## src/rtl/sprite_rom_arbiter.sv

```systemverilog
// Round-robin arbiter sharing one synchronous sprite ROM among NREQ requesters,
// with burst limiting. Optional stall counter enabled by SPRITE_ARB_STATS_EN.
module sprite_rom_arbiter #(
  parameter int NREQ      = 4,
  parameter int ADDRW     = 11,
  parameter int COLR_BITS = 8,
  parameter int MAX_BURST = 38
) (
  input  logic                  i_clk_pix,
  input  logic                  i_rst_n,
  input  logic                  i_frame,
  input  logic [NREQ-1:0]       i_req,
  input  logic [NREQ*ADDRW-1:0] i_addr,
  output logic [NREQ-1:0]       o_gnt,
  output logic [ADDRW-1:0]      o_rom_addr,
  input  logic [COLR_BITS-1:0]  i_rom_data,
  output logic [COLR_BITS-1:0]  o_data,
  output logic [NREQ-1:0]       o_valid
`ifdef SPRITE_ARB_STATS_EN
  ,
  output logic [15:0]           o_stall_cnt
`endif
);

  localparam int unsigned IDXW = $clog2(NREQ);
  localparam int unsigned BW   = $clog2(MAX_BURST + 1);

  typedef enum logic {
    IDLE = 1'b0,
    HOLD = 1'b1
  } state_e;

  state_e            state_q, state_d;
  logic [IDXW-1:0]   owner_q, owner_d;
  logic [IDXW-1:0]   ptr_q, ptr_d;
  logic [BW-1:0]     burst_q, burst_d;
  logic [NREQ-1:0]   valid_q, valid_d;

  state_e            cur_state;
  logic [IDXW-1:0]   cur_owner, cur_ptr, scan_idx, gnt_idx, idx_w;
  logic [BW-1:0]     cur_burst;
  logic              others, own_req, expired, keep, found, gnt_vld;
  int                idx;

  // Grant decision; during reset the arbitration starts from reset values.
  always_comb begin
    state_d    = state_q;
    owner_d    = owner_q;
    ptr_d      = ptr_q;
    burst_d    = burst_q;
    gnt_idx    = '0;
    gnt_vld    = 1'b0;
    scan_idx   = '0;
    found      = 1'b0;
    others     = 1'b0;
    own_req    = 1'b0;
    idx        = 0;
    idx_w      = '0;
    o_gnt      = '0;
    o_rom_addr = '0;

    cur_state = i_rst_n ? state_q : IDLE;
    cur_owner = i_rst_n ? owner_q : '0;
    cur_ptr   = i_rst_n ? ptr_q   : '0;
    cur_burst = i_rst_n ? burst_q : '0;

    for (int k = 0; k < NREQ; k++) begin
      if (cur_owner == IDXW'(k)) own_req = i_req[k];
      else if (i_req[k])         others  = 1'b1;
    end

    expired = (cur_state == HOLD) && (cur_burst >= BW'(MAX_BURST));
    keep    = (cur_state == HOLD) && own_req &&
              ((cur_burst < BW'(MAX_BURST)) || !others);

    for (int i = 0; i < NREQ; i++) begin
      idx = int'(cur_ptr) + i;
      if (idx >= NREQ) idx = idx - NREQ;
      idx_w = IDXW'(idx);
      if (!found && i_req[idx_w] && !(expired && idx_w == cur_owner)) begin
        found    = 1'b1;
        scan_idx = idx_w;
      end
    end

    if (keep) begin
      gnt_idx = cur_owner;
      gnt_vld = 1'b1;
      if (cur_burst < BW'(MAX_BURST)) burst_d = cur_burst + BW'(1);
      else                            burst_d = cur_burst;
    end else if (|i_req) begin
      // An expired owner that is the sole requester is re-granted.
      gnt_idx = found ? scan_idx : cur_owner;
      gnt_vld = 1'b1;
      state_d = HOLD;
      owner_d = gnt_idx;
      burst_d = BW'(1);
      ptr_d   = (gnt_idx == IDXW'(NREQ - 1)) ? '0 : gnt_idx + IDXW'(1);
    end else begin
      state_d = IDLE;
      burst_d = '0;
    end

    if (i_frame) begin
      ptr_d   = '0;
      burst_d = '0;
    end

    for (int k = 0; k < NREQ; k++) begin
      if (gnt_vld && gnt_idx == IDXW'(k)) begin
        o_gnt[k]   = 1'b1;
        o_rom_addr = i_addr[k*ADDRW +: ADDRW];
      end
    end

    valid_d = o_gnt;
  end

  always_ff @(posedge i_clk_pix) begin
    if (!i_rst_n) begin
      state_q <= IDLE;
      owner_q <= '0;
      ptr_q   <= '0;
      burst_q <= '0;
      valid_q <= '0;
    end else begin
      state_q <= state_d;
      owner_q <= owner_d;
      ptr_q   <= ptr_d;
      burst_q <= burst_d;
      valid_q <= valid_d;
    end
  end

  assign o_valid = valid_q;
  assign o_data  = i_rom_data;

`ifdef SPRITE_ARB_STATS_EN
  logic [15:0] stall_q, stall_d;

  // Counts cycles where some asserted request went ungranted.
  always_comb begin
    stall_d = stall_q;
    if (i_frame)
      stall_d = '0;
    else if ((|(i_req & ~o_gnt)) && (stall_q != 16'hFFFF))
      stall_d = stall_q + 16'd1;
  end

  always_ff @(posedge i_clk_pix) begin
    if (!i_rst_n) stall_q <= '0;
    else          stall_q <= stall_d;
  end

  assign o_stall_cnt = stall_q;
`endif

endmodule

```

## config.mk

```make
export PLATFORM = sky130hd
export DESIGN_NAME = sprite_rom_arbiter
export DESIGN_NICKNAME = d
export VERILOG_FILES = /design/src/rtl/sprite_rom_arbiter.sv
export SDC_FILE = /design/constraint.sdc
export NUM_CORES = 1
export LEC_CHECK = 0
export ABC_AREA = 1
export BUFFER_PORTS_ARGS = -buffer_cell sky130_fd_sc_hd__buf_2
export CELL_PAD_IN_SITES_DETAIL_PLACEMENT = 2
export CELL_PAD_IN_SITES_GLOBAL_PLACEMENT = 2
export CORE_UTILIZATION = 22
export CTS_CLUSTER_DIAMETER = 30
export DETAILED_ROUTE_END_ITERATION = 12
export GPL_TIMING_DRIVEN = 0
export PLACE_DENSITY_LB_ADDON = 0.1
export RECOVER_POWER = 50
export SLEW_MARGIN = 20
export SYNTH_ARGS = -nofsm -noshare
export SYNTH_HDL_FRONTEND = slang
export SYNTH_SLANG_ARGS = --single-unit
```

## constraint.sdc

```tcl
create_clock -name i_clk_pix -period 2.6 [get_ports i_clk_pix]
set_clock_uncertainty 0.15 [all_clocks]
set_input_delay 0.13 -clock i_clk_pix [delete_from_list [all_inputs] [get_ports i_clk_pix]]
set_output_delay 0.13 -clock i_clk_pix [all_outputs]
set_load 0.03 [all_outputs]
```

==> Word-level counts from Yosys, hierarchy flattened <==
Cells that the tools add are included.
W data, S select, Z words.
{ "classes": {"bitwise": 2, "n_mux": 53, "n_eq_ne": 11, "n_reduce_logical": 32, "magnitude_cmp": 10, "add_sub_neg": 9} }
{ "op_table": {"columns": ["cell", "n"], "rows": [
  ["$mux W11", 4],
  ["$mux W1", 28],
  ["$mux W2", 14],
  ["$logic_and A1 B1 Y1", 18],
  ["$mux W6", 3],
  ["$lt A2 B3 Y1 const B", 4],
  ["$eq A2 B2 Y1 const B", 5],
  ["$ge A3 B3 Y1 const B", 3],
  ["$bmux W1 S2", 4],
  ["$eq A2 B2 Y1", 4],
  ["$logic_not A1 Y1", 8],
  ["$sub A2 B1 Y2 const B", 4],
  ["$add A2 B2 Y3 const B", 2],
  ["$add A6 B1 Y6 const B", 1],
  ["$ge A6 B6 Y1 const B", 1],
  ["$lt A6 B6 Y1 const B", 1],
  ["$eq A2 B1 Y1 const B", 2],
  ["$logic_not A2 Y1", 2],
  ["$reduce_or A4 Y1", 1],
  ["$add A2 B1 Y3 const B", 1],
  ["$ge A2 B3 Y1 const B", 1],
  ["$add A2 B1 Y2 const B", 1],
  ["$not A1 Y1", 2],
  ["$reduce_and A2 Y1", 1],
  ["2 further kinds", 2]
]} }
{ "word_totals": {"output_inout_bits": 27, "in_bits": 59, "word_cells": 122, "ff_bits": 15} }

==> Logic depth before layout (Yosys ltp) <==
Gate-level depths: netlist (run 1).
{ "logic_depth": {"word_depth": 29, "ltp_mapped": 23, "ltp_nobuf": 20} }

==> Worst setup path before layout (run 1) <==
No wires, ideal clock.
{ "synth_timing": {"path_type": "input to output", "start": "in i_rst_n", "end": "out o_gnt[1]", "path_buffers": 3, "path_stages": 19, "required_ps": 2320, "arrival_ps": 2292, "setup_slack_ps": 28, "path_cell_list": "buf_6 -> buf_6 -> nand2_1 -> ha_1 -> nand3_1 -> nand3_1 -> nand2_1 -> nor2_1 -> nand2_1 -> a21oi_2 -> nand2_1 -> nand2_1 -> nand2_1 -> nand2_1 -> nand4_2 -> nand2_4 -> inv_4 -> buf_6 -> nor2_1"} }
{ "synth_via": {"elab_chain_len": 26, "elab_cells_between_ends": 86, "cone_classes": "7 x add/sub; 6 x order compare; 8 x eq/ne; 40 x mux; 25 x reduce/logical"} }
{ "synth_lines": {"columns": ["item", "line", "source"], "rows": [
  ["start: declaration", "10", "input logic i_rst_n,"],
  ["branches (longest 24 deep; another with $add A2 B1 Y3)", null, null],
  ["$logic_and A1 B1 Y1 *", "110", "if (gnt_vld && gnt_idx == IDXW'(k)) begin"],
  ["$mux W1 *", "110", null],
  ["end: declaration", "14", "output logic [NREQ-1:0] o_gnt,"]
]} }
Mark *: on every way between the ends. The select of a mux whose other input is x is not followed.

==> Worst setup path in the final report (run 1) <==
{ "layout_timing": {"start": "reg burst_q[1]", "end": "out o_rom_addr[7]"} }
{ "layout_via": {"elab_chain_len": 28, "elab_cells_between_ends": 48, "cone_classes": "2 x order compare; 3 x eq/ne; 17 x mux; 26 x reduce/logical"} }
{ "layout_lines": {"columns": ["item", "line", "source"], "rows": [
  ["start: declaration", "36", "logic [BW-1:0] burst_q, burst_d;"],
  ["start signal: assignment", "130", "burst_q <= burst_d;"],
  ["$mux W6 *", "65", "cur_burst = i_rst_n ? burst_q : '0;"],
  ["$ge A6 B6 Y1", "72", "expired = (cur_state == HOLD) && (cur_burst >= BW'(MAX_BURST));"],
  ["$logic_and A1 B1 Y1", "72", null],
  ["$logic_and A1 B1 Y1", "80", "if (!found && i_req[idx_w] && !(expired && idx_w == cur_owner)) begin"],
  ["$logic_not A1 Y1", "80", null],
  ["$logic_and A1 B1 Y1", "80", null],
  ["$mux W1", "80", null],
  ["$logic_not A1 Y1", "80", null],
  ["(+10 left out)", null, null],
  ["$mux W2 or $mux W1 (tied branches)", "80", null],
  ["$mux W2", "93", "gnt_idx = found ? scan_idx : cur_owner;"],
  ["$mux W2", "91", "end else if (|i_req) begin"],
  ["$mux W2", "86", "if (keep) begin"],
  ["$logic_not A2 Y1", "110", null],
  ["$logic_and A1 B1 Y1", "110", null],
  ["$mux W11 (3 in a row)", "110", null],
  ["$mux W11 *", "110", null],
  ["end: declaration", "15", "output logic [ADDRW-1:0] o_rom_addr,"]
]} }
Every way passes the cells marked *; elsewhere a longest branch is shown, timed or not.

==> results of run 1 <==
per-layer routing:
metal / share of wire / GRT usage
met4: 0.0033 / 0.01210
met3: 0.026 / 0.02030
met1: 0.43 / 0.2348
met2: 0.54 / 0.3645
met5: 0 / 0
how the worst max path moves through the flow:
| stage | to | slack [ps] | cells past startpoint |
|---|---|---|---|
| 2_1_floorplan | o_gnt[1] | 30 | 19 |
| 3_3_place_gp | o_rom_addr[0] | -580 | 19 |
| 3_5_place_dp | o_rom_addr[0] | -620 | 19 |
| 4_1_cts | o_rom_addr[10] | -340 | 20 |
| 5_1_grt | o_rom_addr[2] | -530 | 17 |
| 6_report | o_rom_addr[7] | -370 | 19 |
metrics by stage:
| step | util | cells | worst slack, ps |
|---|---|---|---|
| 2_1_floorplan | - | 280 | 28.44 |
| 3_5_place_dp | 0.3005 | 456 | -623.6 |
| 3_3_place_gp | 0.3005 | 456 | -582.7 |
| 6_report | 0.3964 | 489 | -374.7 |
| 4_1_cts | 0.3598 | 473 | -336.8 |
| 5_1_grt | 0.3964 | 489 | -529.0 |
critical path, delay by kind of cell, from the launching register on:
kind | cells | cell delay (ps)
AO/OA/AOI/OAI | 1 | 190
adder cells (fa/ha/maj) | 1 | 140
buffers and inverters | 5 | 610
flip-flops | 1 | 360
AND/OR/NAND/NOR | 12 | 1130
flip-flops by register name (all words and copies together), names as in the netlist:
| register | cells |
|---|---|
| owner_q | 2 |
| state_q | 1 |
| ptr_q | 2 |
| burst_q | 6 |
| o_valid | 4 |
area by class of cell:
class / count / area (µm²)
fill: 901 / 4448
multi-input combinational: 213 / 1330
timing repair inverter: 1 / 6.256
sequential: 15 / 314.1
buffer: 20 / 216.5
timing repair buffer: 105 / 753.2
tap: 99 / 123.9
clock buffer: 4 / 45.04
inverter: 32 / 132.6
cells by family after synthesis:
| family | Yosys count | synth area share |
|---|---|---|
| AND/OR/NAND/NOR | 185 | 0.5378 |
| buffers and inverters | 52 | 0.1687 |
| adder cells (fa/ha/maj) | 2 | 0.01467 |
| XOR/XNOR | 1 | 0.005137 |
| flip-flops | 15 | 0.1761 |
| AO/OA/AOI/OAI | 25 | 0.09758 |
power by group:
| part | total [mW] | switching (mW) | internal, mW |
|---|---|---|---|
| logic | 1.21 | 0.683 | 0.525 |
| clock network | 0.197 | 0.0887 | 0.109 |
| registers | 0.267 | 0.0173 | 0.250 |
| total | 1.67 | 0.789 | 0.883 |
cells in the mapped netlist:
library cell,number
nand2_1,63
ha_1,2
nand2_4,2
nand3_1,55
inv_1,29
nor2_1,19
buf_4,9
nand3_2,2
o211ai_1,3
a21oi_4,1
inv_4,1
nand4_2,1
o21ai_2,3
a21oi_1,5
o21ai_0,4
nand2_2,6
nor2_4,1
a31oi_1,2
nor3b_1,1
nor3_1,3
o31ai_1,1
a21oi_2,1
nor2_2,3
inv_2,2
nand4_1,24
or2_2,3
o22ai_1,2
o21ai_1,3
buf_6,7
buf_2,3
xor2_1,1
dfxtp_1,15
nor3_2,2
clkbuf_1,1
repair_timing:
item,4_1_cts,5_1_grt
cloned,2,4
pin swaps,21,24
setup endpoints to repair,19,20
gates resized for setup,80,33
buffers inserted,11,12
==> impl_metrics.toml, run 1 <==
[outcome]
outcome = "complete, but fails checks"
violations = "setup timing"

[critical_path]
required_ps = 2320
crit_arrival_ps = 2690
critPathSlowestCell = "dfxtp_2"
cp-start-kind = "register"
path_max_fanout = 10
slowest_delay_ps = 360
ff2ff_setup_slack_ps = 30
reg2reg_to = "o_valid[1]"
cp_common_cell = "nand2_2"
r2r.worst_path.cells = 18
path_cells = "nand2_2, inv_2, ha_4, nand3_4, nand3_4, nand2_8, o21ai_4, buf_4, nand3_1, nand2_1, nand2_2, nand2_2, nand4_4, nand2_8, clkinv_8, buf_12, nand4_1, nand4_1, buf_6"
worstSetupPathType = "register to output pin"
end_kind = "output pin"
cp-startpoint = "burst_q[1]"
r2r_start = "burst_q[1]"

[grt]
grt_util_all_layers = 0.1899
grt_max_degree = 11
grt_pass1_vias = 2551
antenna_found_initial = 0
gr-total-overflow = 0
grt_pass1_wl_mm = 12.63

[yosys]
synth_cell_types = 34
synth_area_leaders = "dfxtp_1 (18%), nand3_1 (16%), nand2_1 (14%)"
synth.ff_latch_count = 15
synth_warnings = 0
synthCells = 280
syn_area_per_cell_um2 = 6.091
yosysTopAreaCell = "dfxtp_1"
synth_top_area_frac = 0.1761
synth_fp_nets = 341
mappedNetlistArea_um2 = 1705
seq_area_frac_synth = 0.1761

[timing]
rsz0062_at_grt = "true"
setup_viol_count_final = 15
holdWs_ps = 69.24
tightest_slew_ps = 654.4
hold_viol_final = 0
maxSlewViolCount = 0
max_freq_mhz = 336.2
setup_ws_ps = -374.7
post-route-period-util = 1.144
slew-limit-headroom = 0.5604
setup-tns-final_ps = -4961
period_minus_slack_ps = 2975

[detailed_routing]
vias_per_cell = 4.832
wirelength_mm = 8.253
dr.pass1.iters = 4
ant_nets = 0
drt_iter0_drc = 58
wl_per_cell_um = 16.88
drc = 0
num_vias = 2363

[worst_hold_path]
hold_depth = 4
hold_path.class = "input pin to register"
min_to = "ptr_q[1]"
hp-start = "i_frame"

[floorplan]
die_w_um = 90.05
ios = 86
initial_core_util = 0.2314
core-area_um2 = 7370
die-area_um2 = 8108
rows = 31
fp.dieH_um = 90.05

[placement]
port_buffers = 77
gp_congestion = 0.7839
hpwlAfterDp_mm = 5.673
placed_cell_area_um2 = 2215

[pwr]
powerDensity_nw_per_um2 = 572.2
p_leak_nw = 1.391
ir_drop_mv = 0.2587
power.total_mw = 1.672

[clock_network]
cts_sinks = 15
clkTransAtPathRegs_ps = 70
insertion_delay_ps = 250
cts-hold-fix-buffers = 0
htreeDepth = 1
cts_tree = "yes"
clock_path_buffers = 2
cts_root_buf = "clkbuf_8"
numCtsBuffers = 3

[final_layout]
final_area_um2 = 2922
syn2layout_area_growth_pct = 71.31
layout_commonest_cell = "nand2_1"
final_cell_mix = "nand2_1 (51), nand3_1 (50), buf_2 (50), buf_4 (30)"
layout.nets = 452
n_antenna_cell = 0
layout-drive-gt1-share = 0.4590

[job]
maxCapViolations = 0
No activity file was read; power rests on OpenSTA's default activity.
==> inputs of run 2 (changes only) <==
--- a/config.mk
+++ b/config.mk
@@ -9,7 +9,7 @@
 export BUFFER_PORTS_ARGS = -buffer_cell sky130_fd_sc_hd__buf_2
 export CELL_PAD_IN_SITES_DETAIL_PLACEMENT = 2
 export CELL_PAD_IN_SITES_GLOBAL_PLACEMENT = 2
-export CORE_UTILIZATION = 22
+export CORE_UTILIZATION = 20
 export CTS_CLUSTER_DIAMETER = 30
 export DETAILED_ROUTE_END_ITERATION = 12
 export GPL_TIMING_DRIVEN = 0
==> constraint.sdc (replaced) <==
create_clock -name i_clk_pix -period 2.5 [get_ports i_clk_pix]
set_clock_uncertainty 0.15 [all_clocks]
set_input_delay 0.125 -clock i_clk_pix [delete_from_list [all_inputs] [get_ports i_clk_pix]]
set_output_delay 0.125 -clock i_clk_pix [all_outputs]
set_load 0.03 [all_outputs]
==> run 2 against run 1 <==
Net effect:
- the run still ends with setup timing left
- register-to-register slack better by 40 ps
- setup slack got worse by 36 ps
- die area is 9.8% higher
==> impl_metrics.toml, run 2 (synthesis results as in run 1) <==
[timing]
hold_viol_final = 0
period_minus_slack_ps = 2910
slew-limit-headroom = 0.5660
post-route-period-util = 1.164
rsz0062_at_grt = "true"
setup_ws_ps = -410.4
tightest_slew_ps = 646.1
holdWs_ps = 28.36
max_freq_mhz = 343.6
setup_viol_count_final = 15
maxSlewViolCount = 0

[final_layout]
layout_commonest_cell = "nand2_1"
layout-drive-gt1-share = 0.4759
final_cell_mix = "nand2_1 (51), buf_2 (50), nand3_1 (44), buf_4 (35), inv_1 (26)"
final_area_um2 = 2989
n_antenna_cell = 0
syn2layout_area_growth_pct = 75.28
layout.nets = 457
fillers = 1002
largest-register = "burst_q"
final_cells = 500
largest_register_ffs = 6
fin_util = 0.3638

[floorplan]
fp.dieH_um = 94.34
initial_core_util = 0.2076
die-area_um2 = 8900
ios = 86
core-area_um2 = 8217
rows = 33
die_w_um = 94.34

[detailed_routing]
ant_nets = 0
dr.pass1.iters = 4
num_vias = 2364
drc = 0
vias_per_cell = 4.728
wirelength_mm = 7.717
wl_per_cell_um = 15.43
drt_iter0_drc = 30

[outcome]
outcome = "complete, but fails checks"
violations = "setup timing"

[job]
maxCapViolations = 0

[placement]
placed_cell_area_um2 = 2251
gp_congestion = 0.7454
dp_slack_ps = -662.5
port_buffers = 77
dp_cells = 462
hpwlAfterDp_mm = 5.522

[critical_path]
path_max_fanout = 10
reg2reg_to = "o_valid[1]"
cp-start-kind = "register"
cp-startpoint = "burst_q[3]"
crit_arrival_ps = 2640
end_kind = "output pin"
ff2ff_setup_slack_ps = 70
r2r.worst_path.cells = 18
worstSetupPathType = "register to output pin"
r2r_start = "burst_q[1]"
required_ps = 2230
critPathCapture = "o_rom_addr[2]"

[worst_hold_path]
hp-start = "i_frame"
hold_path.class = "input pin to register"

[pwr]
ir_drop_mv = 0.2198
p_leak_nw = 1.430
powerDensity_nw_per_um2 = 578.6

[clock_network]
insertion_delay_ps = 250
htreeDepth = 1
clkTransAtPathRegs_ps = 60
cts_sinks = 15
clock_path_buffers = 2
numCtsBuffers = 3
cts-hold-fix-buffers = 0
cts_root_buf = "clkbuf_8"
cts_tree = "yes"

[grt]
gr-total-overflow = 0
antenna_found_initial = 0
grt_util_all_layers = 0.1708
grt_max_degree = 11
grt_pass1_wl_mm = 11.95
grt_pass1_vias = 2468
==> run 2: area by class of cell <==
| cell class | count | area, µm² | share of cell area |
|---|---|---|---|
| Buffer | 19 | 200.2 | 0.06697 |
| Multi-Input combinational cell | 213 | 1365 | 0.4567 |
| Inverter | 32 | 127.6 | 0.04270 |
| Tap cell | 105 | 131.4 | 0.04395 |
| Clock buffer | 4 | 45.04 | 0.01507 |
| Sequential cell | 15 | 311.5 | 0.1042 |
| Timing Repair Buffer | 112 | 808.3 | 0.2704 |
==> run 2: through the flow <==
step	TNS (ps)	power, mW
after floorplan	0	0.8693
after global placement	-10040	1.124
after detailed placement	-10480	1.125
after CTS	-6038	1.704
after global routing	-8322	1.832
final	-5475	1.730
==> run 2: critical path, stage by stage, from the launching register on <==
cell	delay [ps]
dfxtp_1	340
nor2_1	240
nand2_1	90
nand3_1	180
a21oi_1	80
nor3_2	300
buf_4	190
nor2_4	60
buf_4	180
a21oi_4	160
buf_6	170
nand4_1	100
nand4_1	140
buf_6	140
==> run 2: layer usage <==
layer  vias up  global-route usage  wire length, µm
li1       1174                   -                -
met1      1126              0.2020             3245
met2        59              0.3200             4013
met3         5             0.03060              408
met4         0             0.03077               49
met5         -                   0                0
==> run 2: repair_timing <==
item	in CTS	in global routing
gates cloned	3	1
pin swaps	35	9
buffers inserted	21	11
endpoints found under the setup margin	19	20
gates resized for setup	85	25
==> run 2: worst min-delay path by stage <==
stage,end,depth (start not counted)
after floorplan,state_q,2
after detailed placement,burst_q[0],4
final,burst_q[0],4
after global placement,ptr_q[1],4
after CTS,burst_q[0],4
after global routing,burst_q[0],4
==> run 2: power by group <==
part / internal, mW / total, mW / switching, mW
clock: 0.113 / 0.205 / 0.0923
sequential: 0.260 / 0.278 / 0.0185
combinational: 0.556 / 1.25 / 0.690
==> inputs of run 3 (changes only) <==
--- a/config.mk
+++ b/config.mk
@@ -6,15 +6,14 @@
 export NUM_CORES = 1
 export LEC_CHECK = 0
 export ABC_AREA = 1
-export BUFFER_PORTS_ARGS = -buffer_cell sky130_fd_sc_hd__buf_2
 export CELL_PAD_IN_SITES_DETAIL_PLACEMENT = 2
 export CELL_PAD_IN_SITES_GLOBAL_PLACEMENT = 2
-export CORE_UTILIZATION = 20
+export CORE_UTILIZATION = 28
 export CTS_CLUSTER_DIAMETER = 30
 export DETAILED_ROUTE_END_ITERATION = 12
+export DONT_BUFFER_PORTS = 1
 export GPL_TIMING_DRIVEN = 0
 export PLACE_DENSITY_LB_ADDON = 0.1
-export RECOVER_POWER = 50
 export SLEW_MARGIN = 20
 export SYNTH_ARGS = -nofsm -noshare
 export SYNTH_HDL_FRONTEND = slang
==> run 3 against run 2 <==
Net effect:
- the run still ends with setup timing left
- maximum frequency shrank 1.4%
- die area shrank 28%
- flip-flop and latch count is the same
- sequential share of layout area grew 3.0 points
- count of clock-buffer cells in the layout shrank 1
- register-to-register slack lost 160 ps
==> impl_metrics.toml, run 3 (synthesis results as in run 1) <==
[outcome]
outcome = "complete, but fails checks"
violations = "setup timing"

[grt]
grt_pass1_vias = 2058
grt_pass1_wl_mm = 9.556
grt_max_degree = 11
grt_util_all_layers = 0.1873
gr-total-overflow = 0
antenna_found_initial = 0

[timing]
setup_ws_ps = -452.3
tightest_slew_ps = 564.4
slew-limit-headroom = 0.6208
maxSlewViolCount = 0
setup_viol_count_final = 16
period_minus_slack_ps = 2952
hold_viol_final = 0
holdWs_ps = 114.7
rsz0062_at_grt = "true"
max_freq_mhz = 338.7
post-route-period-util = 1.181
setup-tns-final_ps = -5680

[final_layout]
multiInputGateArea_um2 = 1330
syn2layout_area_growth_pct = 35.51
layout_commonest_cell = "nand2_1"
layout.nets = 368
n_antenna_cell = 0
fillers = 732
largest_register_ffs = 6
largest-register = "burst_q"
register_area_um2 = 309.0
final_cell_mix = "nand2_1 (54), nand3_1 (49), buf_4 (26), inv_1 (25), nand4_1 (24)"
layout-drive-gt1-share = 0.3399

[critical_path]
cp-start-kind = "register"
crit_arrival_ps = 2680
worstSetupPathType = "register to output pin"
path_max_fanout = 6
required_ps = 2230
end_kind = "output pin"

[placement]
port_buffers = 0
hpwlAfterDp_mm = 4.709
gp_congestion = 0.7893

[floorplan]
core-area_um2 = 5886
fp.dieH_um = 80.04
ios = 86
initial_core_util = 0.2898
die-area_um2 = 6406
rows = 28
die_w_um = 80.04

[clock_network]
cts_root_buf = "clkbuf_8"
clkTransAtPathRegs_ps = 70
htreeDepth = 1
insertion_delay_ps = 250
clock_path_buffers = 2
cts_sinks = 15
cts_tree = "yes"
numCtsBuffers = 3

[detailed_routing]
ant_nets = 0
vias_per_cell = 5.199
wl_per_cell_um = 16.21
drt_iter0_drc = 58
wirelength_mm = 6.177
dr.pass1.iters = 4
num_vias = 1981
drc = 0

[pwr]
powerDensity_nw_per_um2 = 607.8
p_leak_nw = 1.031
ir_drop_mv = 0.2708

[job]
maxCapViolations = 0

[worst_hold_path]
hold_path.class = "input pin to register"
[run 3: changes by cell type in the layout (fill, tap and decap cells not counted), moves of 3 or more]
cell	change
buf_4	-9
buf_6	-15
nand3_2	-6
nand3_1	+5
buf_2	-50
clkbuf_1	-13
nor2_2	+3
nand2_1	+3
[run 3: what timing repair did]
| item | 4_1_cts | 5_1_grt |
|---|---|---|
| gates resized for setup | 45 | 22 |
| cloned | 1 | 1 |
| hold endpoints to repair | 9 | 0 |
| setup endpoints to repair | 19 | 21 |
| pin swaps | 14 | 24 |
| hold buffers | 2 | 0 |
| setup buffers | 15 | 3 |
[run 3: where the power goes]
part	total, mW	switching, mW	internal (mW)
clock	0.208	0.0963	0.112
sequential	0.296	0.0363	0.259
combinational	0.901	0.572	0.328
total	1.40	0.705	0.700
[run 3: critical path, cell delays in order (launching register included)]
cell and delay, ps:
dfxtp_2 330, nand2_2 50, inv_2 70, ha_4 130, nand3_4 80, nand3_4 100, nand2_8 80, o21ai_4 170
o21ai_2 90, nor2_4 180, o211ai_1 190, nand4_4 160, nand2_4 100, buf_4 150, buf_4 120, nand3_1 80
nand4_1 340
[run 3: cell type report]
cell class	count	share of cell area
clock buffer	3	0.01787
tap	75	0.04061
multi-input combinational	213	0.5755
timing repair buffer	22	0.08609
clock inverter	1	0.003249
buffer	20	0.08446
inverter	32	0.05847
sequential	15	0.1337
[run 3: final timing paths]
check / to / slack [ps] / from / depth (start not counted)
hold reg to reg: ptr_q[1] / 370 / ptr_q[1] / 2
hold / removal: burst_q[5] / 110 / i_rst_n / 3
setup reg to reg: o_valid[0] / -90 / burst_q[1] / 18
setup / recovery: o_rom_addr[7] / -450 / burst_q[1] / 16
[run 3: metrics by stage]
step	util	area, µm²	power [mW]	cells	setup WS (ps)
floorplan	-	1734	0.8693	280	16.37
global placement	0.3106	1828	0.9816	355	-401.6
detailed placement	0.3106	1828	0.9858	355	-412.4
CTS	0.3652	2150	1.342	377	-446.6
global route	0.3926	2311	1.496	381	-603.2
finish	0.3926	2311	1.405	381	-452.3
[run 3: per-layer routing]
metal,routed length [µm],global-route usage,vias to the layer above,share of wire
met3,289,0.02514,0,0.047
met5,0,0,-,0
met1,2607,0.2202,923,0.42
li1,-,-,992,-
met2,3280,0.3658,66,0.53
met4,0,0.01786,0,0
